### src/rtl/ctrl_pipe_chain.sv
// ctrl_pipe_chain
//   N-stage control-word pipeline from Decode to Writeback. Each stage holds a
//   control word and a valid bit. Every stage has its own hold and flush input.
//   A hold at any stage also freezes every stage upstream of it. When a stage
//   is free but its source is frozen, the stage takes a bubble. The block also
//   keeps a wrapping count of the valid words that leave the last stage.
//
// Ports
//   iclk        clock; all state changes on the rising edge
//   irst_n      asynchronous active-low reset
//   ictrl_d     control word from Decode
//   ivalid_d    ictrl_d carries a real instruction
//   ihold       per-stage hold request (bit k = stage k)
//   iflush      per-stage flush request (bit k = stage k)
//   iclr_cnt    synchronous clear of the retired counter
//   octrl       stage k word at [k*CTRL_W +: CTRL_W]
//   ovalid      stage k valid
//   oretired    count of valid words that left the last stage
//   ooccupancy  number of valid stages
module ctrl_pipe_chain #(
  parameter int CTRL_W  = 16,
  parameter int NSTAGES = 3,
  parameter int CNT_W   = 32
) (
  input  logic                         iclk,
  input  logic                         irst_n,
  input  logic [CTRL_W-1:0]            ictrl_d,
  input  logic                         ivalid_d,
  input  logic [NSTAGES-1:0]           ihold,
  input  logic [NSTAGES-1:0]           iflush,
  input  logic                         iclr_cnt,
  output logic [NSTAGES*CTRL_W-1:0]    octrl,
  output logic [NSTAGES-1:0]           ovalid,
  output logic [CNT_W-1:0]             oretired,
  output logic [$clog2(NSTAGES+1)-1:0] ooccupancy
);

  localparam int OCC_W = $clog2(NSTAGES+1);

  logic [CTRL_W-1:0]  word_q [NSTAGES];
  logic [NSTAGES-1:0] valid_q;
  logic [NSTAGES-1:0] eh;
  logic [CTRL_W-1:0]  src_word [NSTAGES];
  logic [NSTAGES-1:0] src_valid;
  logic [NSTAGES-1:0] src_hold;
  logic [CNT_W-1:0]   cnt_q;
  logic [OCC_W-1:0]   occ;

  // Effective hold: a stage is frozen if it or anything downstream holds.
  for (genvar k = 0; k < NSTAGES; k++) begin : g_eh
    assign eh[k] = |(ihold >> k);
  end

  // The source of stage 0 is the Decode input, which never holds. Invalid
  // input words are zeroed here so that the zero-word invariant holds at
  // entry to the pipeline.
  for (genvar k = 0; k < NSTAGES; k++) begin : g_src
    if (k == 0) begin : g_in
      assign src_word[k]  = ivalid_d ? ictrl_d : '0;
      assign src_valid[k] = ivalid_d;
      assign src_hold[k]  = 1'b0;
    end else begin : g_up
      assign src_word[k]  = word_q[k-1];
      assign src_valid[k] = valid_q[k-1];
      assign src_hold[k]  = eh[k-1];
    end
  end

  always_ff @(posedge iclk or negedge irst_n) begin
    if (!irst_n) begin
      for (int k = 0; k < NSTAGES; k++) begin
        word_q[k]  <= '0;
        valid_q[k] <= 1'b0;
      end
    end else begin
      for (int k = 0; k < NSTAGES; k++) begin
        if (iflush[k]) begin
          word_q[k]  <= '0;
          valid_q[k] <= 1'b0;
        end else if (!eh[k]) begin
          if (src_hold[k]) begin
            // Source is frozen, so this stage takes a bubble.
            word_q[k]  <= '0;
            valid_q[k] <= 1'b0;
          end else begin
            word_q[k]  <= src_word[k];
            valid_q[k] <= src_valid[k];
          end
        end
      end
    end
  end

  // A valid last-stage word counts as retired whenever the last stage is not
  // held. A flush of that stage does not stop the count, because its word has
  // already been consumed downstream in that cycle.
  always_ff @(posedge iclk or negedge irst_n) begin
    if (!irst_n) begin
      cnt_q <= '0;
    end else if (iclr_cnt) begin
      cnt_q <= '0;
    end else if (valid_q[NSTAGES-1] && !eh[NSTAGES-1]) begin
      cnt_q <= cnt_q + 1'b1;
    end
  end

  always_comb begin
    occ = '0;
    for (int k = 0; k < NSTAGES; k++) begin
      occ = occ + OCC_W'(valid_q[k]);
    end
  end

  for (genvar k = 0; k < NSTAGES; k++) begin : g_out
    assign octrl[k*CTRL_W +: CTRL_W] = word_q[k];
  end

  assign ovalid     = valid_q;
  assign oretired   = cnt_q;
  assign ooccupancy = occ;

endmodule

### config.mk
export PLATFORM = sky130hd
export DESIGN_NAME = ctrl_pipe_chain
export DESIGN_NICKNAME = d
export VERILOG_FILES = /design/src/rtl/ctrl_pipe_chain.sv
export SDC_FILE = /design/constraint.sdc
export NUM_CORES = 1
export LEC_CHECK = 0
export ABC_AREA = 1
export BUFFER_PORTS_ARGS = -buffer_cell sky130_fd_sc_hd__buf_2
export CORE_MARGIN = 4
export CORE_UTILIZATION = 30
export DETAILED_ROUTE_END_ITERATION = 8
export MAX_ROUTING_LAYER = met4
export PLACE_DENSITY_LB_ADDON = 0.1
export SLEW_MARGIN = 10
export SYNTH_ARGS = -nofsm -noshare
export SYNTH_HDL_FRONTEND = slang
export SYNTH_SLANG_ARGS = --single-unit
### constraint.sdc
create_clock -name iclk -period 3.6 [get_ports iclk]
set_input_delay 0.36 -clock iclk [delete_from_list [all_inputs] [get_ports iclk]]
set_output_delay 0.36 -clock iclk [all_outputs]
set_load 0.01 [all_outputs]
==> insert_results.sql, run 1 <==
INSERT INTO impl_metrics (metric_group, metric, value, unit) VALUES
('job', 'max_cap_viol_count', '0', ''),
('sta', 'finalHoldViolCount', '0', ''),
('synth', 'register_bit_total_from_synthesis', '83', ''),
('drt', 'routed_wire_length_per_instance', '14.8', 'µm'),
('power_and_ir_drop', 'p_leak', '2.49', 'nW'),
('cts', 'tritoncts', 'yes', ''),
('critical_path', 'arrival', '1470', 'ps'),
('grt', 'gr-total-overflow', '0', ''),
('synth', 'synth-xor-area-share', '0', ''),
('die', 'floorplan_row_count', '42', ''),
('cts', 'post_cts_buffers', '0', ''),
('sta', 'timing.final.max_slew_violations', '0', ''),
('power_and_ir_drop', 'clkPwrFrac', '0.465', ''),
('drt', 'route.final.wire_length', '11400', 'µm'),
('drt', 'route.antenna.remaining_nets', '0', ''),
('cts', 'htree_num_levels', '3', ''),
('critical_path', 'worstSetupEndpointType', 'output port', ''),
('synth', 'synthMuxAreaShare', '0', ''),
('power_and_ir_drop', 'comb_power_share', '0.065', ''),
('power_and_ir_drop', 'vdd_drop_max', '0.298', 'mV'),
('synth', 'synth_area_per_cell', '8.43', 'µm²'),
('layout', 'final_core_occ', '0.383', ''),
('placed_design', 'dp_hpwl', '8490', 'µm'),
('grt', 'antenna_found_initial', '0', ''),
('synth', 'synth_simple_gate_area_share', '0.226', ''),
('sta', 'max_slew.worst_pin.slew', '838', 'ps'),
('synth', 'syn_inst', '483', ''),
('synth', 'syn_area', '4070', 'µm²'),
('power_and_ir_drop', 'power_density', '400', 'nW/µm²'),
('synth', 'synth_seq_area_share', '0.510', ''),
('grt', 'gr-usage-all-layers', '0.157', ''),
('layout', 'layout-area-overhead-vs-synth', '25.0', '%'),
('sta', 'final.setup_skew', '6.01', 'ps'),
('power_and_ir_drop', 'proportion_of_power_drawn_by_flip_flops_and_latches', '0.470', ''),
('sta', 'final.hold.worst_slack', '98.8', 'ps'),
('critical_path', 'slowest_stage', 'sky130_fd_sc_hd__fa_1', ''),
('placed_design', 'place.port_buffers', '110', ''),
('placed_design', 'place.gp.congestion', '0.849', ''),
('die', 'core_area', '13300', 'µm²'),
('sta', 'final.setup.tns', '0', 'ps'),
('critical_path', 'critPathKind', 'reg -> out', ''),
('sta', 'post-route-min-period', '1830', 'ps'),
('placed_design', 'place.detailed.instances', '756', ''),
('layout', 'finish.cell_count_without_fillers', '772', ''),
('layout', 'post_route_cells_drive_above_1_share', '0.260', ''),
('drt', 'drt_drc_violations_left', '0', ''),
('sta', 'max_freq', '0.546', 'GHz'),
('layout', 'final_design_instance_area_without_fill', '5090', 'µm²'),
('power_and_ir_drop', 'cellInternalPower', '1.53', 'mW'),
('power_and_ir_drop', 'netSwitchingFraction', '0.246', ''),
('die', 'die_area', '15500', 'µm²'),
('die', 'design.portCount', '111', ''),
('drt', 'route.detailed.vias_per_inst', '4.58', ''),
('critical_path', 'start_kind', 'flop', ''),
('synth', 'synth_cell_type_count', '31', ''),
('die', 'fp.dieH', '125', 'µm'),
('sta', 'timing.slew.headroom', '0.441', ''),
('sta', 'crit_share_post_route', '0.509', ''),
('critical_path', 'crit_fanout', '3', ''),
('sta', 'grt_setup_unrepaired', 'false', ''),
('drt', 'dr.first_iter.drc_count', '171', ''),
('grt', 'pin_count_of_the_biggest_net_entering_global_routing', '64', ''),
('synth', 'synth-compound-area-share', '0.140', ''),
('hold_path', 'hold_path_class', 'in -> async', ''),
('run_status', 'status', 'finished clean', ''),
('synth', 'synth-warning-count', '0', ''),
('cts', 'cts-root-to-sink-buffers', '2', ''),
('grt', 'grt_pass1_vias', '3635', ''),
('critical_path', 'critical-path-top-delay-family', 'adder cells', ''),
('layout', 'antenna_cells', '0', ''),
('synth', 'combinational_family_with_the_most_area_after_synthesis', 'simple AND/OR/NAND/NOR gates', '');
-- sequential cells by signal, summed over array words and instances (netlist names) --
name / cells
oretired: 32
octrl: 48
ovalid: 3
-- worst paths after layout --
kind,from,endpoint,slack (ps),depth (start not counted)
hold reg to reg,oretired[12]$_DFFE_PN0P_,oretired[12]$_DFFE_PN0P_,530,1
setup reg to reg,oretired[1]$_DFFE_PN0P_,oretired[30]$_DFFE_PN0P_,2000,8
setup / recovery,ovalid[0]$_DFFE_PN0P_,ooccupancy[0],1770,2
max in group asynchronous,irst_n,octrl[6]$_DFFE_PN0P_,2680,2
hold / removal,irst_n,oretired[6]$_DFFE_PN0P_,100,1
min in group iclk,iclr_cnt,oretired[1]$_DFFE_PN0P_,180,2
-- through the flow --
step           power, mW  setup WS, ps
2_1_floorplan       1.04          2170
3_3_place_gp        1.11          1900
3_5_place_dp        1.11          1920
4_1_cts             2.07          1740
5_1_grt             2.13          1720
6_report            2.03          1770
-- layout make-up --
cell class	count	area [µm²]
Multi-Input combinational cell	278	1520
Clock buffer	10	229
Sequential cell	83	2080
Clock inverter	6	72.6
Fill cell	1426	8200
Tap cell	176	220
Inverter	107	402
Timing Repair Buffer	112	568
-- metal layers --
metal	GRT usage	vias to the layer above	wire (µm)
met1	0.196	1640	5220
met5	-	-	0
met2	0.246	101	5290
li1	-	1783	-
met4	0.0400	0	157
met3	0.0527	11	735
-- cell families after synthesis --
logic type	Yosys count
and+or+nand+nor	193
buffers and inverters	122
AOI/OAI and AO/OA	83
DFF	83
adders and majority gates	2
-- cells in the mapped netlist (all sizes together) --
cell type,n,area share
inv,107,0.099
o21bai,1,0.0018
clkbuf,6,0.0055
nand2,82,0.085
nor3b,1,0.0018
o21ai,12,0.015
nor3,1,0.0012
nand4,6,0.0092
o22ai,16,0.025
nor4,1,0.0015
a21oi,19,0.023
dfrtp,83,0.51
nor2,71,0.083
a2bb2oi,1,0.0022
nand3,28,0.040
nand3b,1,0.0018
fa,1,0.0049
ha,1,0.0031
or2,2,0.0031
buf,9,0.012
o32ai,34,0.073
-- power groups by stage --
stage	Sequential, mW	Clock, mW	Combinational [mW]
finish	0.956	0.946	0.132
global route	0.957	1.02	0.150
CTS	0.956	0.975	0.136
detailed placement	0.974	0	0.136
global placement	0.974	0	0.135
floorplan	0.980	0	0.0616
No activity file was read; power rests on OpenSTA's default activity.
==> run 2, diff against run 1 <==
==> constraint.sdc (replaced) <==
create_clock -name iclk -period 1.5 [get_ports iclk]
set_input_delay 0.15 -clock iclk [delete_from_list [all_inputs] [get_ports iclk]]
set_output_delay 0.15 -clock iclk [all_outputs]
set_load 0.01 [all_outputs]
==> insert_results.sql, run 2 (synthesized netlist as in run 1, its figures left out) <==
INSERT INTO impl_metrics (metric_group, metric, value, unit) VALUES
('power_and_ir_drop', 'p_total', '4.94', 'mW'),
('power_and_ir_drop', 'power_density', '921', 'nW/µm²'),
('sta', 'final.setup_skew', '9.05', 'ps'),
('placed_design', 'place.detailed.instances', '767', ''),
('critical_path', 'critical_path.startpoint', 'ovalid[1]$_DFFE_PN0P_', ''),
('critical_path', 'worst-r2r-setup-slack', '80', 'ps'),
('critical_path', 'worstSetupEndpointType', 'output port', ''),
('cts', 'clk_latency', '340', 'ps'),
('job', 'max_cap_viol_count', '0', ''),
('grt', 'grt_pass1_wl', '19800', 'µm'),
('grt', 'pin_count_of_the_biggest_net_entering_global_routing', '34', ''),
('sta', 'setup_ws', '-82.7', 'ps'),
('power_and_ir_drop', 'vdd_drop_max', '0.475', 'mV'),
('critical_path', 'worst-endpoint-required', '1350', 'ps'),
('die', 'floorplan_row_count', '42', ''),
('sta', 'max_slew.worst_pin.slew', '405', 'ps'),
('grt', 'antenna_found_initial', '0', ''),
('run_status', 'status', 'finished with violations', ''),
('critical_path', 'critPathKind', 'reg -> out', ''),
('placed_design', 'dp_hpwl', '8870', 'µm'),
('critical_path', 'worstPathBufferInverterCount', '1', ''),
('drt', 'route.final.wire_length', '12100', 'µm'),
('critical_path', 'cp_cell_sequence', 'fa_1 -> buf_2', ''),
('sta', 'timing.slew.headroom', '0.730', ''),
('sta', 'crit_share_post_route', '1.06', ''),
('placed_design', 'place.port_buffers', '110', ''),
('die', 'floorplan.initialDensity', '0.306', ''),
('cts', 'htree_num_levels', '3', ''),
('grt', 'gr-usage-all-layers', '0.163', ''),
('critical_path', 'arrival', '1430', 'ps'),
('power_and_ir_drop', 'p_leak', '2.60', 'nW'),
('grt', 'grt_pass1_vias', '3688', ''),
('drt', 'routed_wire_length_per_instance', '15.3', 'µm'),
('cts', 'clk_pin_slew', '70', 'ps'),
('die', 'fp.dieH', '125', 'µm'),
('die', 'die_width', '125', 'µm'),
('drt', 'drt_drc_violations_left', '0', ''),
('die', 'design.portCount', '111', ''),
('critical_path', 'slowest_stage', 'sky130_fd_sc_hd__fa_1', ''),
('sta', 'max_freq', '0.632', 'GHz'),
('critical_path', 'crit_fanout', '2', ''),
('drt', 'route.detailed.vias_per_inst', '4.70', ''),
('layout', 'layout-area-overhead-vs-synth', '31.5', '%'),
('critical_path', 'critPathMaxStageDelay', '560', 'ps'),
('layout', 'largest_reg_flops', '48', ''),
('cts', 'cts_root_buf', 'sky130_fd_sc_hd__clkbuf_16', ''),
('hold_path', 'hold_path_class', 'in -> reg', ''),
('run_status', 'failing_checks', 'negative setup slack', ''),
('sta', 'final.setup.tns', '-82.7', 'ps'),
('cts', 'cts_num_sinks', '83', ''),
('drt', 'vias', '3714', ''),
('layout', 'highest_count_cells_in_the_layout_ignoring_fill_and_taps', 'sky130_fd_sc_hd__buf_2 (109), sky130_fd_sc_hd__inv_1 (104), sky130_fd_sc_hd__dfrtp_1 (75)', ''),
('sta', 'post-route-min-period', '1580', 'ps'),
('sta', 'grt_setup_unrepaired', 'true', ''),
('drt', 'route.antenna.remaining_nets', '0', ''),
('critical_path', 'timing.rr.start', 'oretired[2]$_DFFE_PN0P_', ''),
('layout', 'final_common_cell', 'sky130_fd_sc_hd__buf_2', ''),
('layout', 'final_core_occ', '0.403', ''),
('die', 'core_area', '13300', 'µm²'),
('drt', 'dr.first_iter.drc_count', '166', ''),
('sta', 'timing.final.max_slew_violations', '0', ''),
('layout', 'num-nets-final', '638', ''),
('layout', 'post_route_cells_drive_above_1_share', '0.306', ''),
('cts', 'tritoncts', 'yes', ''),
('critical_path', 'critical-path-top-delay-family', 'adder cells', ''),
('cts', 'tritoncts.num_buffers', '9', ''),
('layout', 'antenna_cells', '0', ''),
('layout', 'finish.cell_count_without_fillers', '791', ''),
('grt', 'gr-total-overflow', '0', ''),
('sta', 'finalSetupViolations', '1', ''),
('die', 'die_area', '15500', 'µm²'),
('critical_path', 'start_kind', 'flop', ''),
('placed_design', 'place.gp.congestion', '0.860', ''),
('sta', 'finalHoldViolCount', '0', ''),
('sta', 'final.hold.worst_slack', '41.1', 'ps'),
('cts', 'cts-root-to-sink-buffers', '2', ''),
('drt', 'drt_first_pass_iters', '5', ''),
('hold_path', 'min_from', 'ictrl_d[9]', '');
[run 2: metrics by stage]
| stage | setup WS [ps] | instance area (µm²) |
|---|---|---|
| global route | -130 | 5360 |
| floorplan | 75.0 | 4070 |
| CTS | -123 | 5250 |
| finish | -82.7 | 5360 |
| global placement | 57.5 | 4910 |
| detailed placement | 23.3 | 4910 |
[run 2: tightest hold or removal path, delay by kind of cell]
kind / cells / cell delay, ps
buffers and inverters: 2 / 130
AO/OA/AOI/OAI: 1 / 60
[run 2: cell type report]
| class | instances | area, µm² |
|---|---|---|
| Timing Repair Buffer | 131 | 757 |
| Clock inverter | 6 | 72.6 |
| Inverter | 107 | 402 |
| Clock buffer | 10 | 229 |
| Multi-Input combinational cell | 278 | 1590 |
| Fill cell | 1374 | 7940 |
| Sequential cell | 83 | 2090 |
| Tap cell | 176 | 220 |
[run 2: metal layers]
| layer | wire (µm) | track usage | vias to the layer above |
|---|---|---|---|
| li1 | - | - | 1830 |
| met1 | 5390 | 0.209 | 1758 |
| met2 | 5800 | 0.255 | 108 |
| met3 | 648 | 0.0360 | 18 |
| met4 | 246 | 0.0613 | 0 |
| met5 | 0 | - | - |
[run 2: final timing paths]
path	end	depth (start not counted)
setup reg to reg	oretired[19]$_DFFE_PN0P_	7
setup / recovery	ooccupancy[0]	2
min in group asynchronous	oretired[9]$_DFFE_PN0P_	2
max in group asynchronous	octrl[27]$_DFFE_PN0P_	3
hold reg to reg	oretired[12]$_DFFE_PN0P_	1
hold / removal	octrl[9]$_DFFE_PN0P_	3
[run 2: power by group]
| part | internal [mW] | switching (mW) |
|---|---|---|
| sequential | 2.27 | 0.0193 |
| combinational | 0.127 | 0.234 |
| clock | 1.31 | 0.973 |
[run 2: what timing repair did]
| item | in CTS | in global routing |
|---|---|---|
| endpoints found under the setup margin | 1 | 20 |
| gates resized for setup | 1 | 25 |
| hold buffers | 2 | 0 |
| buffers inserted | 2 | 4 |
| endpoints found under the hold margin | 26 | 0 |
| pin swaps | 1 | 3 |
